===== src/rtl/wide_add_seq.sv =====
// Multi-precision adder: one shared 16-bit CLA slice per clock, LSB slice first (optional subtract via WIDE_ADD_SEQ_SUB_EN).
// Latency: result valid after WORDS RUN edges following the input handshake; one op every WORDS+2 cycles.
// Backpressure: in_ready only in IDLE; DONE holds sum/cout frozen until out_ready is seen at an edge.

// 16-bit two-level carry-lookahead adder: 4-bit groups, group lookahead across 4 groups.
module Adder16 (
    input  logic [15:0] a,
    input  logic [15:0] b,
    input  logic        cin,
    output logic [15:0] s,
    output logic        cout
);

    logic [15:0] g;
    logic [15:0] p;
    logic [15:0] c;      // carry into each bit
    logic [3:0]  gg;     // group generate
    logic [3:0]  gp;     // group propagate
    logic [4:0]  gc;     // carry into each group (gc[4] is the carry out)

    // Bit generate/propagate and per-group G/P
    always_comb begin
        g  = a & b;
        p  = a ^ b;
        gg = '0;
        gp = '0;
        for (int k = 0; k < 4; k++) begin
            gp[k] = &p[4*k +: 4];
            gg[k] = g[4*k+3]
                  | (p[4*k+3] & g[4*k+2])
                  | (p[4*k+3] & p[4*k+2] & g[4*k+1])
                  | (p[4*k+3] & p[4*k+2] & p[4*k+1] & g[4*k]);
        end
    end

    // Second-level lookahead: every group carry is a flat AND-OR of cin and group G/P
    always_comb begin
        gc    = '0;
        gc[0] = cin;
        gc[1] = gg[0] | (gp[0] & cin);
        gc[2] = gg[1] | (gp[1] & gg[0]) | (gp[1] & gp[0] & cin);
        gc[3] = gg[2] | (gp[2] & gg[1]) | (gp[2] & gp[1] & gg[0])
              | (gp[2] & gp[1] & gp[0] & cin);
        gc[4] = gg[3] | (gp[3] & gg[2]) | (gp[3] & gp[2] & gg[1])
              | (gp[3] & gp[2] & gp[1] & gg[0])
              | (gp[3] & gp[2] & gp[1] & gp[0] & cin);
    end

    // In-group carries from the group carry-in, then the sum bits
    always_comb begin
        c = '0;
        for (int k = 0; k < 4; k++) begin
            c[4*k]   = gc[k];
            c[4*k+1] = g[4*k] | (p[4*k] & gc[k]);
            c[4*k+2] = g[4*k+1] | (p[4*k+1] & g[4*k])
                     | (p[4*k+1] & p[4*k] & gc[k]);
            c[4*k+3] = g[4*k+2] | (p[4*k+2] & g[4*k+1])
                     | (p[4*k+2] & p[4*k+1] & g[4*k])
                     | (p[4*k+2] & p[4*k+1] & p[4*k] & gc[k]);
        end
        s    = p ^ c;
        cout = gc[4];
    end

endmodule

// Sequencer around a single Adder16. WORDS legal range is 1..16.
module wide_add_seq #(
    parameter int WORDS = 4
) (
    input  logic                  clk,
    input  logic                  rst_n,
    input  logic                  in_valid,
    output logic                  in_ready,
    input  logic [16*WORDS-1:0]   a,
    input  logic [16*WORDS-1:0]   b,
    input  logic                  cin,
`ifdef WIDE_ADD_SEQ_SUB_EN
    input  logic                  sub,
`endif
    output logic                  out_valid,
    input  logic                  out_ready,
    output logic [16*WORDS-1:0]   sum,
    output logic                  cout,
    output logic                  busy
);

    localparam int W  = 16 * WORDS;
    localparam int IW = (WORDS > 1) ? $clog2(WORDS) : 1;
    localparam logic [IW-1:0] IDX_LAST = IW'(WORDS - 1);

    typedef enum logic [1:0] {
        ST_IDLE = 2'd0,
        ST_RUN  = 2'd1,
        ST_DONE = 2'd2
    } state_t;

    state_t          state_q, state_d;
    logic [IW-1:0]   idx_q,   idx_d;
    logic            cy_q,    cy_d;
    logic [W-1:0]    a_q,     a_d;
    logic [W-1:0]    b_q,     b_d;
    logic [W-1:0]    sum_q,   sum_d;
    logic            cout_q,  cout_d;
`ifdef WIDE_ADD_SEQ_SUB_EN
    logic            sub_q,   sub_d;
`endif

    logic [15:0]     add_a;
    logic [15:0]     add_b;
    logic [15:0]     add_s;
    logic            add_cout;
    logic            last_slice;

    assign last_slice = (idx_q == IDX_LAST);

    Adder16 u_add (
        .a    (add_a),
        .b    (add_b),
        .cin  (cy_q),
        .s    (add_s),
        .cout (add_cout)
    );

    // Slice mux: only registered operands feed the adder, so the carry chain never spans slices
    always_comb begin
        add_a = a_q[{idx_q, 4'd0} +: 16];
        add_b = b_q[{idx_q, 4'd0} +: 16];
`ifdef WIDE_ADD_SEQ_SUB_EN
        // Subtract as A + ~B + 1; the +1 comes from cy being preset at capture
        if (sub_q) begin
            add_b = ~add_b;
        end
`endif
    end

    // State register
    always_ff @(posedge clk or negedge rst_n) begin
        if (!rst_n) begin
            state_q <= ST_IDLE;
        end else begin
            state_q <= state_d;
        end
    end

    // Next-state: accept in IDLE, run WORDS slices, wait for the consumer in DONE
    always_comb begin
        state_d = state_q;
        case (state_q)
            ST_IDLE: if (in_valid)    state_d = ST_RUN;
            ST_RUN:  if (last_slice)  state_d = ST_DONE;
            ST_DONE: if (out_ready)   state_d = ST_IDLE;
            default:                  state_d = ST_IDLE;
        endcase
    end

    // Handshake outputs decoded purely from registered state
    always_comb begin
        in_ready  = (state_q == ST_IDLE);
        out_valid = (state_q == ST_DONE);
        busy      = (state_q != ST_IDLE);
    end

    // Datapath next values: operand capture, per-slice sum write and carry update
    always_comb begin
        idx_d  = idx_q;
        cy_d   = cy_q;
        a_d    = a_q;
        b_d    = b_q;
        sum_d  = sum_q;
        cout_d = cout_q;
`ifdef WIDE_ADD_SEQ_SUB_EN
        sub_d  = sub_q;
`endif
        case (state_q)
            ST_IDLE: begin
                if (in_valid) begin
                    a_d   = a;
                    b_d   = b;
                    idx_d = '0;
                    cy_d  = cin;
`ifdef WIDE_ADD_SEQ_SUB_EN
                    sub_d = sub;
                    if (sub) begin
                        cy_d = 1'b1;
                    end
`endif
                end
            end
            ST_RUN: begin
                sum_d[{idx_q, 4'd0} +: 16] = add_s;
                cy_d                       = add_cout;
                if (last_slice) begin
                    // Wrap idx so a non-power-of-two WORDS never leaves it out of range
                    idx_d  = '0;
                    cout_d = add_cout;
                end else begin
                    idx_d  = idx_q + 1'b1;
                end
            end
            default: ;
        endcase
    end

    // Datapath registers; reset aborts any in-flight operation
    always_ff @(posedge clk or negedge rst_n) begin
        if (!rst_n) begin
            idx_q  <= '0;
            cy_q   <= 1'b0;
            a_q    <= '0;
            b_q    <= '0;
            sum_q  <= '0;
            cout_q <= 1'b0;
`ifdef WIDE_ADD_SEQ_SUB_EN
            sub_q  <= 1'b0;
`endif
        end else begin
            idx_q  <= idx_d;
            cy_q   <= cy_d;
            a_q    <= a_d;
            b_q    <= b_d;
            sum_q  <= sum_d;
            cout_q <= cout_d;
`ifdef WIDE_ADD_SEQ_SUB_EN
            sub_q  <= sub_d;
`endif
        end
    end

    assign sum  = sum_q;
    assign cout = cout_q;

endmodule


===== config.mk =====
export PLATFORM = sky130hd
export DESIGN_NAME = wide_add_seq
export DESIGN_NICKNAME = d
export VERILOG_FILES = /design/src/rtl/wide_add_seq.sv
export SDC_FILE = /design/constraint.sdc
export NUM_CORES = 1
export LEC_CHECK = 0
export CAP_MARGIN = 20
export CORE_MARGIN = 2
export CORE_UTILIZATION = 40
export CTS_CLUSTER_DIAMETER = 200
export CTS_CLUSTER_SIZE = 20
export DETAILED_ROUTE_END_ITERATION = 7
export PLACE_DENSITY = 0.74
export SLEW_MARGIN = 25
export SYNTH_ARGS = -nofsm -noshare
export SYNTH_HDL_FRONTEND = slang
export SYNTH_SLANG_ARGS = --single-unit

===== constraint.sdc =====
create_clock -name clk -period 3.5 [get_ports clk]
set_input_delay 0.7 -clock clk [delete_from_list [all_inputs] [get_ports clk]]
set_output_delay 0.7 -clock clk [all_outputs]
set_load 0.05 [all_outputs]

# Word-level counts from Yosys, hierarchy flattened
# Cells that the tools add are included.
totals:
  regBits: 198
  latchBits: 0
  ram_bits: 0
  mem_bits_ro: 0
  in_bits: 133
  wordCells: 161
  n_memories: 0
op_classes:
  addsub: 2
  mul: 0
  div_mod_pow: 0
  magnitude_cmp: 0
  eq_ne: 6
  n_shift: 4
  mux: 10
  bitwise: 121
  reduce_logical: 11
op_table:
  columns: ["operator", "n"]
  rows:
  - ["64-bit by 7-bit variable part select with 16-bit output", 2]
  - ["1-bit bitwise AND", 72]
  - ["64-bit bitwise mux", 1]
  - ["16-bit by 8-bit variable shift with 64-bit output, first input constant", 1]
  - ["16-bit by 8-bit variable part select with 64-bit output", 1]
  - ["1-bit bitwise OR", 46]
  - ["16-bit XOR", 2]
  - ["16-bit bitwise AND", 1]
  - ["4-bit AND reduction", 4]
  - ["2-bit 2-to-1 mux", 5]
  - ["6-bit negator with 8-bit output", 1]
  - ["2-bit one-hot mux with 3 select lines", 1]
  - ["2-bit AND reduction", 3]
  - ["2-bit == test, second input constant", 2]
  - ["2-bit inequality test, second input constant", 2]
  - ["2-bit one-hot mux with 2 select lines", 1]
  - ["2-bit nonzero test", 2]
  - ["3-bit AND reduction", 1]
  - ["2-bit by 1-bit adder with 2-bit output, second input constant", 1]
  - ["2-bit by 1-bit == test with 1-bit output, second input constant", 1]
  - ["2-bit zero test", 1]
  - ["2-bit by 1-bit inequality test with 1-bit output, second input constant", 1]
  - ["1-bit one-hot mux with 2 select lines", 1]
  - ["1-bit 2-to-1 mux", 1]

# Longest topological paths before layout
depth:
  ltp_word: 15
  ltp_mapped: 12

# Cells and area by module
# From an unflattened synthesis, not the netlist that was laid out.
hier_totals:
  hier_cells: 663
  area_unflattened_um2: 9228.9
modules_own_cells:
  columns: ["module", "n_inst", "cells_per_inst", "area_each_um2", "seq_area_each_um2"]
  rows:
  - ["wide_add_seq", 1, 563, 8408.1, 4954.8]
  - ["Adder16", 1, 100, 820.8, 0.0]

# Worst setup path after synthesis
# No wires, ideal clock.
synth_timing:
  path_type: "register to register"
  start: "reg idx_q[0]"
  end: "reg sum_q[29], in the netlist sum[29]"
  setup_time_ns: 0.121
  arrival_time_ns: 3.446
  setup_slack_ns: -0.067
  path_stages_with_launch: 13
  path_buffers: 2
  period_less_slack_ns: 3.567
  path_cell_list: "dfrtp_1 -> buf_2 -> buf_2 -> mux4_2 -> ha_1 -> and4_4 -> nor2b_4 -> a311oi_2 -> inv_1 -> a21o_1 -> fa_1 -> xor2_1 -> a22o_1"
synth_via:
  elab_chain_len: 15
  elab_cells_between_ends: 111
  cone_classes: "1 x add/sub; 4 x shift; 1 x mux; 102 x bitwise; 3 x reduce/logical"
synth_rtl:
  columns: ["element", "line_no", "text"]
  rows:
  - ["from (decl)", "99", "logic [IW-1:0] idx_q, idx_d;"]
  - ["from (signal assigned)", "218", "idx_q <= idx_d;"]
  - ["64-bit by 7-bit variable part select with 16-bit output (on tied branches)", "127, 128", null]
  - ["16-bit XOR or 16-bit bitwise AND (tied branches)", "24, 23", null]
  - ["1-bit bitwise AND (on tied branches)", "30, 31, 32", null]
  - ["1-bit bitwise OR (tied with other cells)", "30", "| (p[4*k+3] & g[4*k+2])"]
  - ["1-bit bitwise OR or 1-bit bitwise AND (tied branches)", "31, 32", null]
  - ["1-bit bitwise OR", "32", "| (p[4*k+3] & p[4*k+2] & p[4*k+1] & g[4*k]);"]
  - ["1-bit bitwise AND", "42", "gc[3] = gg[2] | (gp[2] & gg[1]) | (gp[2] & gp[1] & gg[0])"]
  - ["1-bit bitwise OR (2 in series)", "42", null]
  - ["1-bit bitwise OR", "43", "| (gp[2] & gp[1] & gp[0] & cin);"]
  - ["1-bit bitwise AND (on tied branches)", "54, 56, 59", null]
  - ["1-bit bitwise OR (on tied branches)", "54, 56, 59", null]
  - ["16-bit XOR", "61", "s = p ^ c;"]
  - ["16-bit by 8-bit variable part select with 64-bit output", "191", "sum_d[{idx_q, 4'd0} +: 16] = add_s;"]
  - ["64-bit bitwise mux (*)", "191", null]
  - ["to (signal assigned)", "222", "sum_q <= sum_d;"]
  - ["to (decl)", "103", "logic [W-1:0] sum_q, sum_d;"]
# Every way passes the cells marked *; elsewhere a longest branch is shown, timed or not.
# A chain may end at the register's enable or synchronous reset.

# Worst setup path after layout
# Same ends and word-level chain as after synthesis.

==> metrics.md <==
| Metric | Value |
|---|---|
| Crit end category | `register` |
| Top Ports | `201` |
| Status | `complete, no violations` |
| Remaining Overflow, GRT | `0` |
| Reg2Reg Depth | `11` |
| Via count of the first global-routing pass | `7172` |
| Global Route Usage Sum | `21.66%` |
| Sequential area share after synthesis | `55.85%` |
| Fraction of registers with async set/reset | `100.0%` |
| Port Buf Inserts | `200` |
| Worst Setup Path Type | `reg2reg` |
| Setup Viol. Count Final | `0` |
| Share of layout cells above drive strength 1 | `9.660%` |
| CTS tree | `yes` |
| Hold Fails Final Rpt | `0` |
| Yosys top cell by area | `dfrtp_1` |
| Cts bufs inserted | `17` |
| Clock root buffer master | `clkbuf_16` |
| N_diodes | `0` |
| Number of synthesized flops with an enable pin | `0` |
| Final ANT Viol Nets | `0` |
| Largest net degree at the start of global routing | `77` |
| Die height | `152.9 um` |
| Die width | `152.9 um` |
| Fin Hold WS | `0.2867 ns` |
| Commonest non-fill, non-tap cell in the layout | `nand2_1` |
| Max-cap viol count | `0` |
| First-pass GRT wire length | `39340 um` |
| Main synth FF type | `dfrtp_1` |
| Std cell rows | `54` |
| Syn Area/Cell | `10.14 sq um` |
| Max Root-Sink Buffers | `2` |
| Worst EP required | `3.82 ns` |
| Delay-heaviest family, CP | `adder cells` |
| Vias per inst | `5.213` |
| Worst-margin pin slew | `0.7220 ns` |
| Clk_lat worst skew | `0.44 ns` |
| Post-synth top area share | `55.85%` |
| Worst-path clk slew | `0.07 ns` |
| Area of the die | `23380 sq um` |
| Worst slack, placed | `-0.01470 ns` |
| Arrival time at the worst endpoint | `3.73 ns` |
| R2R Path Start | `idx_q[0]$_DFFE_PN0P_` |
| Slew Limit Headroom | `51.11%` |
| Mapped Cells | `875` |
| FILL cells | `1862` |
| Total Wirelength | `24540 um` |
| Yosys Warn Count | `0` |
| H-tree depth | `4` |
| Synth area leaders | `dfrtp_1 56%, nand2_1 18%, mux4_2 8.1%, a22o_1 4.7%, ha_1 3.1%` |
| Peak supply drop | `0.7058 mV` |
| Clk_skew | `0.01212 ns` |
| Mapped Nets | `1034` |
| Dpl hpwl | `18400 um` |
| DR DRC count | `0` |
| Mapped Area | `8871 sq um` |
| RSZ-0062 raised after global routing | `yes` |
| Worst Setup SP | `idx_q[0]$_DFFE_PN0P_` |
| Clock sink total | `198` |
| Routed length per instance | `17.95 um` |
| Crit path depth | `11` |
| Seq cells post-synth | `198` |
| Most frequent cells in the layout | `415 x nand2_1, 199 x clkdlybuf4s50_1, 196 x dfrtp_1, 48 x a22o_1, 32 x mux4_2` |
| Core region area | `21820 sq um` |
| Initial Utilization | `40.65%` |
| Max-slew violations | `0` |
| Period utilization | `97.30%` |
| CP max FO | `7` |
| Setup_tns | `0 ns` |
| Drt first pass iters | `5` |
| Pwr dens | `1052 nW/um^2` |
| Minimum clock period | `3.406 ns` |
| Setup crit start kind | `register` |
| Slowest-stage cell, CP | `mux4_2` |
| GP Congestion | `0.9199` |
| Worst Path Buf+Inv | `2` |
| Leakage Power | `0.005696 uW` |
| Synthesis-to-layout area growth | `34.25%` |
| Initial antenna violation count | `0` |
| Pwr Total | `12530 uW` |
| CP cell instances | `buf_12 > mux4_2 > ha_1 > and4_4 > nor2b_4 > a311oi_2 > inv_1 > a21o_1 > fa_1 > xor2_2 > a22o_1` |
| 1st-iter DRT viols | `528` |
| Unique masters post-synth | `44` |
| Worst Setup Slack, final | `0.09443 ns` |
| Layout Nets | `1233` |
| Min-delay worst type | `in2async` |
| Via count | `7126` |
| Core Util, Final | `54.57%` |
| Fmax | `0.2936 GHz` |
| Max incr delay on CP | `0.52 ns` |
-- layout make-up --
class / count / area [sq um] / area share, %
flip-flops and latches: 198 / 4957 / 41.63
multi-input cells: 620 / 3732 / 31.34
repair buffers: 225 / 2260 / 18.97
clock buffers: 20 / 446.7 / 3.751
well taps: 280 / 350.3 / 2.942
clock inverters: 12 / 117.6 / 0.9876
inverters: 12 / 45.04 / 0.3782
-- what timing repair did --
item                                    in CTS  in global routing
buffers inserted                             2                  1
gates resized for setup                      1                  4
pin swaps                                    0                  1
hold buffers                                 0                  0
endpoints found under the setup margin       4                  9
-- per-layer routing --
| metal | global-route usage (%) | vias up | share of wire [%] |
|---|---|---|---|
| li1 | - | 3314 | - |
| met1 | 29.17 | 3512 | 43 |
| met2 | 34.79 | 265 | 49 |
| met3 | 4.933 | 35 | 6.0 |
| met4 | 7.628 | 0 | 2.5 |
| met5 | 0 | - | 0 |
-- Yosys cell counts (2+ instances only) --
master    instances
nand2_1         416
dfrtp_1         198
a22o_1           48
clkbuf_1         34
mux4_2           32
o21ai_0          25
ha_1             22
inv_1            12
a21oi_1          10
buf_2            10
nor2_1            8
xnor2_1           6
xor2_1            5
a31oi_1           4
fa_1              4
nand2b_1          4
nand3_1           4
nor3_1            3
o21ai_1           3
a21o_1            2
or3_1             2
-- logic make-up after synthesis --
group / synth area share, %
AO/OA/AOI/OAI: 8.604
AND/OR/NAND/NOR: 19.66
multiplexers: 8.237
buffers and inverters: 2.553
flip-flops: 55.85
XOR/XNOR: 1.086
adder cells (fa/ha/maj): 4.006
-- final timing paths --
path	endpoint	slack, ns
max	sum[29]$_DFFE_PN0P_	0.09
min	sum[0]$_DFFE_PN0P_	0.29
max reg2reg	sum[29]$_DFFE_PN0P_	0.09
min reg2reg	b_q[9]$_DFFE_PN0P_	0.47
max in group asynchronous	sum[37]$_DFFE_PN0P_	2.34
min in group clk	b_q[9]$_DFFE_PN0P_	0.47
-- metrics by stage --
step / cells / instance area [sq um]
final: 1367 / 11910
after global routing: 1367 / 11910
after CTS: 1366 / 11880
after detailed placement: 1332 / 11290
after global placement: 1332 / 11290
after floorplan: 875 / 8876
-- state kept, by name, summed over array words and instances, names as in the netlist --
register and cells:
cy_q 1, idx_q 2, cout 1, sum 64, state_q 2, b_q 64
a_q 64
-- power breakdown --
part	switching [uW]	total [uW]	internal [uW]
Clock	891	1900	1010
Combinational	4170	6890	2720
Sequential	567	3740	3170
Total	5630	12500	6900
No activity file was read; power rests on OpenSTA's default activity.
